<file path="src/rtl/morph_filter_stats_if.sv">
// Pixel-stream and frame-statistics bundle for the morphology/statistics stage.
// master = video source / consumer side, slave = the filter itself.
interface morph_filter_stats_if;
    logic [10:0] hpos;
    logic [10:0] vpos;
    logic        in_pix;
    logic [1:0]  mode;
    logic        out_valid;
    logic        out_pix;
    logic [10:0] out_hpos;
    logic [10:0] out_vpos;
    logic        stats_valid;
    logic [18:0] fg_count;
    logic [10:0] bbox_xmin;
    logic [10:0] bbox_xmax;
    logic [10:0] bbox_ymin;
    logic [10:0] bbox_ymax;

    modport master (
        output hpos, vpos, in_pix, mode,
        input  out_valid, out_pix, out_hpos, out_vpos,
        input  stats_valid, fg_count, bbox_xmin, bbox_xmax, bbox_ymin, bbox_ymax
    );

    modport slave (
        input  hpos, vpos, in_pix, mode,
        output out_valid, out_pix, out_hpos, out_vpos,
        output stats_valid, fg_count, bbox_xmin, bbox_xmax, bbox_ymin, bbox_ymax
    );
endinterface

</file>
<file path="src/rtl/morph_filter_stats.sv">
// Streaming binary erode/dilate/bypass over a WIN x WIN window, with per-frame
// foreground pixel count and bounding box of the filtered output.
module morph_filter_stats #(
    parameter int H_RES = 640,
    parameter int V_RES = 480,
    parameter int WIN   = 5
) (
    input logic app_clk,
    input logic app_rst_n,
    morph_filter_stats_if.slave px
);
    localparam int R  = WIN / 2;
    localparam int AW = (H_RES > 1) ? $clog2(H_RES) : 1;
    localparam logic [10:0] H_ACT  = 11'(H_RES);
    localparam logic [10:0] V_ACT  = 11'(V_RES);
    localparam logic [10:0] H_FEED = 11'(H_RES + R);
    localparam logic [10:0] V_FEED = 11'(V_RES + R);
    localparam logic [10:0] RR     = 11'(R);
    localparam logic [10:0] X_LAST = 11'(H_RES - 1);
    localparam logic [10:0] Y_LAST = 11'(V_RES - 1);

    typedef enum logic [1:0] {
        M_BYP    = 2'b00,
        M_ERODE  = 2'b01,
        M_DILATE = 2'b10,
        M_RSVD   = 2'b11
    } mode_e;

    typedef struct packed {
        logic [18:0] cnt;
        logic [10:0] xmin;
        logic [10:0] xmax;
        logic [10:0] ymin;
        logic [10:0] ymax;
    } stats_t;

    localparam stats_t STATS_EMPTY = '{cnt: '0, xmin: 11'h7ff, xmax: '0, ymin: 11'h7ff, ymax: '0};

    logic                      frame_start, active, feed, pad;
    logic [AW-1:0]             lb_idx;
    mode_e                     cur_mode, mode_q, mode_d;
    mode_e                     win_mode_q, win_mode_d;
    logic [WIN-1:0]            col;
    logic [WIN-2:0][H_RES-1:0] lb_q, lb_d;
    logic [WIN-1:0][WIN-1:0]   win_q, win_d;
    logic                      cen_vld_q, cen_vld_d;
    logic [10:0]               cen_x_q, cen_x_d, cen_y_q, cen_y_d;
    logic                      out_valid_q, out_valid_d, out_pix_q, out_pix_d;
    logic [10:0]               out_hpos_q, out_hpos_d, out_vpos_q, out_vpos_d;
    logic                      armed_q, armed_d;
    logic                      stats_valid_q, stats_valid_d;
    stats_t                    acc_q, acc_d, pub_q, pub_d;

    always_comb begin
        frame_start = (px.hpos == '0) && (px.vpos == '0);
        active      = (px.hpos < H_ACT) && (px.vpos < V_ACT);
        feed        = (px.hpos < H_FEED) && (px.vpos < V_FEED);
        // The mode captured at frame start must already govern padding of that first pixel.
        cur_mode    = frame_start ? mode_e'(px.mode) : mode_q;
        mode_d      = cur_mode;
        pad         = (cur_mode == M_ERODE);
        lb_idx      = px.hpos[AW-1:0];
        col         = {WIN{pad}};
        lb_d        = lb_q;

        // col[WIN-1] is line vpos, col[WIN-1-k] is line vpos-k; lines above the frame pad.
        if (px.hpos < H_ACT) begin
            col[WIN-1] = active ? px.in_pix : pad;
            for (int k = 1; k < WIN; k++) begin
                if (px.vpos >= 11'(k)) col[WIN-1-k] = lb_q[k-1][lb_idx];
            end
            if (feed) begin
                lb_d[0][lb_idx] = col[WIN-1];
                for (int k = 1; k < WIN - 1; k++) lb_d[k][lb_idx] = lb_q[k-1][lb_idx];
            end
        end

        // The trailing R padding columns of each line become the left margin of the next.
        win_d      = win_q;
        win_mode_d = win_mode_q;
        if (feed) begin
            win_d      = {col, win_q[WIN-1:1]};
            win_mode_d = cur_mode;
        end
        cen_vld_d = feed && (px.hpos >= RR) && (px.vpos >= RR);
        cen_x_d   = px.hpos - RR;
        cen_y_d   = px.vpos - RR;

        out_valid_d = cen_vld_q;
        out_hpos_d  = cen_x_q;
        out_vpos_d  = cen_y_q;
        out_pix_d   = win_q[R][R];
        case (win_mode_q)
            M_ERODE:  out_pix_d = &win_q;
            M_DILATE: out_pix_d = |win_q;
            default:  out_pix_d = win_q[R][R];
        endcase

        armed_d       = armed_q | frame_start;
        acc_d         = acc_q;
        pub_d         = pub_q;
        stats_valid_d = 1'b0;
        if (armed_q && out_valid_q) begin
            if (out_pix_q) begin
                acc_d.cnt = acc_q.cnt + 19'd1;
                if (out_hpos_q < acc_q.xmin) acc_d.xmin = out_hpos_q;
                if (out_hpos_q > acc_q.xmax) acc_d.xmax = out_hpos_q;
                if (out_vpos_q < acc_q.ymin) acc_d.ymin = out_vpos_q;
                if (out_vpos_q > acc_q.ymax) acc_d.ymax = out_vpos_q;
            end
            if (out_hpos_q == X_LAST && out_vpos_q == Y_LAST) begin
                pub_d         = acc_d;
                stats_valid_d = 1'b1;
                acc_d         = STATS_EMPTY;
            end
        end
    end

    // Line buffer contents are deliberately left unreset; rows outside the frame are padded.
    always_ff @(posedge app_clk) begin
        lb_q <= lb_d;
    end

    always_ff @(posedge app_clk or negedge app_rst_n) begin
        if (!app_rst_n) begin
            mode_q        <= M_BYP;
            win_mode_q    <= M_BYP;
            win_q         <= '0;
            cen_vld_q     <= 1'b0;
            cen_x_q       <= '0;
            cen_y_q       <= '0;
            out_valid_q   <= 1'b0;
            out_pix_q     <= 1'b0;
            out_hpos_q    <= '0;
            out_vpos_q    <= '0;
            armed_q       <= 1'b0;
            stats_valid_q <= 1'b0;
            acc_q         <= STATS_EMPTY;
            pub_q         <= STATS_EMPTY;
        end else begin
            mode_q        <= mode_d;
            win_mode_q    <= win_mode_d;
            win_q         <= win_d;
            cen_vld_q     <= cen_vld_d;
            cen_x_q       <= cen_x_d;
            cen_y_q       <= cen_y_d;
            out_valid_q   <= out_valid_d;
            out_pix_q     <= out_pix_d;
            out_hpos_q    <= out_hpos_d;
            out_vpos_q    <= out_vpos_d;
            armed_q       <= armed_d;
            stats_valid_q <= stats_valid_d;
            acc_q         <= acc_d;
            pub_q         <= pub_d;
        end
    end

    assign px.out_valid   = out_valid_q;
    assign px.out_pix     = out_pix_q;
    assign px.out_hpos    = out_hpos_q;
    assign px.out_vpos    = out_vpos_q;
    assign px.stats_valid = stats_valid_q;
    assign px.fg_count    = pub_q.cnt;
    assign px.bbox_xmin   = pub_q.xmin;
    assign px.bbox_xmax   = pub_q.xmax;
    assign px.bbox_ymin   = pub_q.ymin;
    assign px.bbox_ymax   = pub_q.ymax;
endmodule

</file>
<file path="src/flat_wrapper.sv">
// flat-port wrapper written by rule: the top's interface ports become plain ports
module morph_filter_stats_flat 
#(
    parameter int H_RES = 640,
    parameter int V_RES = 480,
    parameter int WIN   = 5
)
  (app_clk, app_rst_n, px_hpos, px_vpos, px_in_pix, px_mode, px_out_valid, px_out_pix, px_out_hpos, px_out_vpos, px_stats_valid, px_fg_count, px_bbox_xmin, px_bbox_xmax, px_bbox_ymin, px_bbox_ymax);
  morph_filter_stats_if px_i ();
  input logic app_clk;
  input logic app_rst_n;
  input wire logic [$bits(px_i.hpos)-1:0] px_hpos;
  input wire logic [$bits(px_i.vpos)-1:0] px_vpos;
  input wire logic [$bits(px_i.in_pix)-1:0] px_in_pix;
  input wire logic [$bits(px_i.mode)-1:0] px_mode;
  output wire logic [$bits(px_i.out_valid)-1:0] px_out_valid;
  output wire logic [$bits(px_i.out_pix)-1:0] px_out_pix;
  output wire logic [$bits(px_i.out_hpos)-1:0] px_out_hpos;
  output wire logic [$bits(px_i.out_vpos)-1:0] px_out_vpos;
  output wire logic [$bits(px_i.stats_valid)-1:0] px_stats_valid;
  output wire logic [$bits(px_i.fg_count)-1:0] px_fg_count;
  output wire logic [$bits(px_i.bbox_xmin)-1:0] px_bbox_xmin;
  output wire logic [$bits(px_i.bbox_xmax)-1:0] px_bbox_xmax;
  output wire logic [$bits(px_i.bbox_ymin)-1:0] px_bbox_ymin;
  output wire logic [$bits(px_i.bbox_ymax)-1:0] px_bbox_ymax;
  assign px_i.hpos = px_hpos;
  assign px_i.vpos = px_vpos;
  assign px_i.in_pix = px_in_pix;
  assign px_i.mode = px_mode;
  assign px_out_valid = px_i.out_valid;
  assign px_out_pix = px_i.out_pix;
  assign px_out_hpos = px_i.out_hpos;
  assign px_out_vpos = px_i.out_vpos;
  assign px_stats_valid = px_i.stats_valid;
  assign px_fg_count = px_i.fg_count;
  assign px_bbox_xmin = px_i.bbox_xmin;
  assign px_bbox_xmax = px_i.bbox_xmax;
  assign px_bbox_ymin = px_i.bbox_ymin;
  assign px_bbox_ymax = px_i.bbox_ymax;
  morph_filter_stats #(.H_RES(H_RES), .V_RES(V_RES), .WIN(WIN)) u_core (.app_clk(app_clk), .app_rst_n(app_rst_n), .px(px_i));
endmodule
</file>
<file path="config.mk">
export PLATFORM = sky130hd
export DESIGN_NAME = morph_filter_stats_flat
export DESIGN_NICKNAME = d
export VERILOG_FILES = /design/src/rtl/morph_filter_stats_if.sv /design/src/rtl/morph_filter_stats.sv /design/src/flat_wrapper.sv
export SDC_FILE = /design/constraint.sdc
export NUM_CORES = 2
export LEC_CHECK = 0
export BUFFER_PORTS_ARGS = -buffer_cell sky130_fd_sc_hd__buf_2
export CAP_MARGIN = 20
export CORE_MARGIN = 8
export CORE_UTILIZATION = 28
export DETAILED_ROUTE_END_ITERATION = 6
export SETUP_SLACK_MARGIN = 0.05
export SYNTH_ARGS = -nofsm -noshare
export SYNTH_HDL_FRONTEND = slang
export SYNTH_SLANG_ARGS = --single-unit
</file>
<file path="constraint.sdc">
create_clock -name app_clk -period 64.6 [get_ports app_clk]
set_clock_uncertainty 0.1 [all_clocks]
set_input_delay 0 -clock app_clk [delete_from_list [all_inputs] [get_ports app_clk]]
set_output_delay 0 -clock app_clk [all_outputs]
set_load 0.1 [all_outputs]
</file>
==> results.py <==
metrics = {
    "status": {
        "status": "completed",
    },
    "power_and_ir_drop": {
        "p_seq_frac": 0.521,
        "switching_share": 0.224,
        "p_switching_uw": 861,
        "intPower_mw": 2.98,
        "peakVddDrop_mv": 0.0207,
        "power_density_nw_per_um2": 30.2,
        "comb_power_share": 0.059,
        "p_leak_nw": 41.5,
        "p_clk_frac": 0.420,
    },
    "flow_run": {
        "maxCapViolations": 0,
    },
    "synthesis": {
        "yosysWarningCount": 0,
        "synthesis.nets": 6739,
        "synth_top_cell_by_area": "edfxtp_1",
        "synth_seq_cells": 2764,
        "synthArstFlopShare": 0.0738,
        "syn_inst": 6662,
        "seq_area_frac_synth": 0.741,
        "yosysUniqueCellTypes": 80,
        "ys_top_cells_by_area": "edfxtp_1 (69%), mux2i_1 (7.1%), mux4_2 (5.5%)",
        "synthFlopType": "edfxtp_1",
        "avgSynthCellArea_sq_um": 16.6,
        "synth_edf_count": 2560,
        "netlist_area_sq_um": 111000,
        "synth.top_cell.area_share": 0.694,
    },
    "timing": {
        "min_period_ns": 9.66,
        "relSlewSlack": 0.142,
        "hold_viol_final": 0,
        "fin_tns_setup_ns": 0,
        "worst_slew_pin_slew_ns": 1.29,
        "max_freq_mhz": 104,
        "post-route-period-util": 0.150,
        "rsz0062_at_grt": "no",
        "finalSetupViolCount": 0,
        "drv_slew": 0,
    },
    "grt": {
        "grt_max_degree": 258,
        "grt_pass1_vias": 63100,
        "grt.overflow.total": 0,
        "antenna_found_initial": 18,
        "grt_pass1_wl_microns": 477000,
        "grt_use_total": 0.157,
    },
    "layout": {
        "multi_input_area_sq_um": 26800,
        "fin_nets": 6920,
        "area_growth_pct": 15.1,
        "fin_cells": 12300,
        "drive_above_1_share": 0.155,
        "regArea_sq_um": 82000,
        "fillers": 38000,
    },
    "min_path": {
        "min_from": "px_hpos[0]",
        "hp-class": "in -> reg",
        "hold_depth": 2,
    },
    "setup_path": {
        "rr_startpoint": "u_core.lb_q[299]",
        "startpoint_type": "input port",
        "startpoint": "px_hpos[0]",
        "r2r_cells": 10,
        "critPathCaptureType": "register",
        "critical_path_class": "in -> reg",
        "required_ns": 65.02,
        "crit_fanout": 224,
        "worstPathArrival_ns": 10.08,
    },
    "routing": {
        "vias": 64400,
        "drt-total-wl_microns": 341000,
        "dr.pass1.iters": 6,
        "post_drt_wl_per_cell_microns": 27.7,
        "drc": 0,
        "routed_via_density": 5.23,
        "drtIter0Drc": 8638,
        "drtAntennaViolNets": 0,
    },
    "clocking": {
        "cts_tree": "built",
        "numCtsBuffers": 287,
        "clock-sinks": 2764,
        "clock_path_buffers": 4,
        "cts-root-buf": "clkbuf_16",
        "cts_resized": 0,
        "clk_pin_slew_worst_paths_ns": 0.06,
        "worstSkewPairLatency_ns": 0.88,
        "htreeDepth": 5,
    },
    "placed_design": {
        "dp.cells": 11700,
        "portBuffers": 114,
        "gp_congestion": 0.842,
        "hpwlAfterDp_microns": 198000,
    },
    "die": {
        "die_height_microns": 645,
        "start_util": 0.280,
        "die_area_sq_um": 416000,
        "fp.coreArea_sq_um": 395000,
        "chipWidth_microns": 645,
        "boundaryPins": 115,
        "rows": 231,
    },
}
[flip-flops by register name, summed over array words and instances, names as in the netlist, 2 cells and up]
| signal | cells |
|---|---|
| u_core.lb_q | 2560 |
| u_core.mode_q | 2 |
| u_core.cen_x_q | 11 |
| u_core.px.bbox_xmax | 11 |
| u_core.px.bbox_ymin | 11 |
| u_core.acc_q | 63 |
| u_core.px.bbox_xmin | 11 |
| u_core.win_q | 25 |
| u_core.px.bbox_ymax | 11 |
| u_core.cen_y_q | 11 |
| u_core.win_mode_q | 2 |
| u_core.px.out_hpos | 11 |
| u_core.px.fg_count | 19 |
| u_core.px.out_vpos | 11 |
[area by class of cell]
type	count	area share
Sequential cell	2764	0.643
Tap cell	5242	0.0514
Multi-Input combinational cell	3384	0.210
Antenna cell	18	0.000353
Clock buffer	359	0.0608
Inverter	63	0.00186
Clock inverter	145	0.00982
Timing Repair Buffer	343	0.0222
[cell families (layout without fill, tap and decap cells)]
group / after synthesis / after routing / share of synthesized area
compound gates: 741 / 741 / 0.0440
xor+xnor: 31 / 31 / 0.00245
fa+ha+maj: 50 / 50 / 0.00565
buf+inv: 514 / 910 / 0.0213
flops: 2764 / 2764 / 0.741
mux: 1069 / 1069 / 0.127
other cells: 0 / 18 / 0
simple gates: 1493 / 1493 / 0.0584
[metrics by stage]
stage | power [mW] | instance area, sq um | util | setup WS (ns) | hold WS, ns
after floorplan | 2.20 | 111000 | - | 32.58 | -0.396
after global placement | 2.25 | 118000 | 0.298 | 54.79 | -0.0180
after detailed placement | 2.26 | 118000 | 0.298 | 54.56 | -0.0132
after CTS | 3.86 | 127000 | 0.322 | 54.79 | 0.0462
after global routing | 3.93 | 127000 | 0.323 | 54.25 | 0.103
final | 3.85 | 127000 | 0.323 | 54.94 | 0.0653
[worst max-delay path: stages]
cell and delay, ns:
dlygate4sd3_1 0.62, buf_12 0.43, buf_12 0.64, buf_4 0.83
buf_4 0.79, buf_4 0.75, buf_4 0.70, mux2i_1 0.19
o22ai_1 0.27, nor4_1 0.13, a31oi_1 0.28, o21ai_0 0.38
a21oi_1 0.46, or4b_4 0.61, buf_12 0.67, buf_4 0.95
buf_4 0.82
[cell usage after synthesis, types with 15 or more instances]
| cell type | n |
|---|---|
| a211oi_1 | 26 |
| a21oi_1 | 66 |
| a22oi_1 | 24 |
| a31oi_1 | 15 |
| buf_1 | 19 |
| buf_2 | 127 |
| buf_4 | 47 |
| clkbuf_1 | 245 |
| dfrtp_1 | 160 |
| dfstp_2 | 44 |
| edfxtp_1 | 2560 |
| ha_1 | 50 |
| inv_1 | 59 |
| mux2i_1 | 790 |
| mux4_2 | 271 |
| nand2_1 | 359 |
| nand3_1 | 73 |
| nand3b_1 | 24 |
| nand4_1 | 25 |
| nor2_1 | 786 |
| nor3_1 | 51 |
| nor4_1 | 91 |
| o211ai_1 | 63 |
| o21ai_0 | 91 |
| o22a_1 | 27 |
| o22ai_1 | 326 |
| o31ai_1 | 17 |
| xnor2_1 | 16 |
| xor2_1 | 15 |
[repair_timing]
action,4_1_cts,5_1_grt
endpoints found under the hold margin,229,23
endpoints found under the setup margin,0,0
hold buffers,49,1
setup buffers,0,0
[power by group through the flow]
stage	clock [mW]	sequential [mW]	combinational, mW
after floorplan	0	2.08	0.117
after global placement	0	2.04	0.213
after detailed placement	0	2.04	0.219
after global routing	1.69	2.00	0.236
after CTS	1.63	2.00	0.222
final	1.62	2.00	0.226
[per-layer routing]
metal  GRT usage  routed length (microns)
met5           0                       11
met4      0.0614                    13800
met3      0.0380                    35200
met2       0.246                   155000
met1       0.210                   137000
[cell usage in the layout, fill, tap and decap left out, drive strengths merged, types with 109 or more instances in the layout]
cell / Yosys / routed
buf: 205 / 293
clkbuf: 246 / 360
clkinv: 2 / 109
dfrtp: 160 / 160
edfxtp: 2560 / 2560
mux2i: 790 / 790
mux4: 271 / 271
nand2: 359 / 359
nor2: 786 / 786
o22ai: 326 / 326
[final timing paths]
check	end	slack (ns)
min in group asynchronous	u_core.acc_q[18]	0.28
min reg2reg	u_core.px.out_vpos[4]	0.25
max in group asynchronous	u_core.acc_q[61]	63.22
min	u_core.cen_x_q[0]	0.07
max reg2reg	u_core.lb_q[1089]	58.96
max	u_core.lb_q[1089]	54.94
Power figures use the tool's default switching activity.
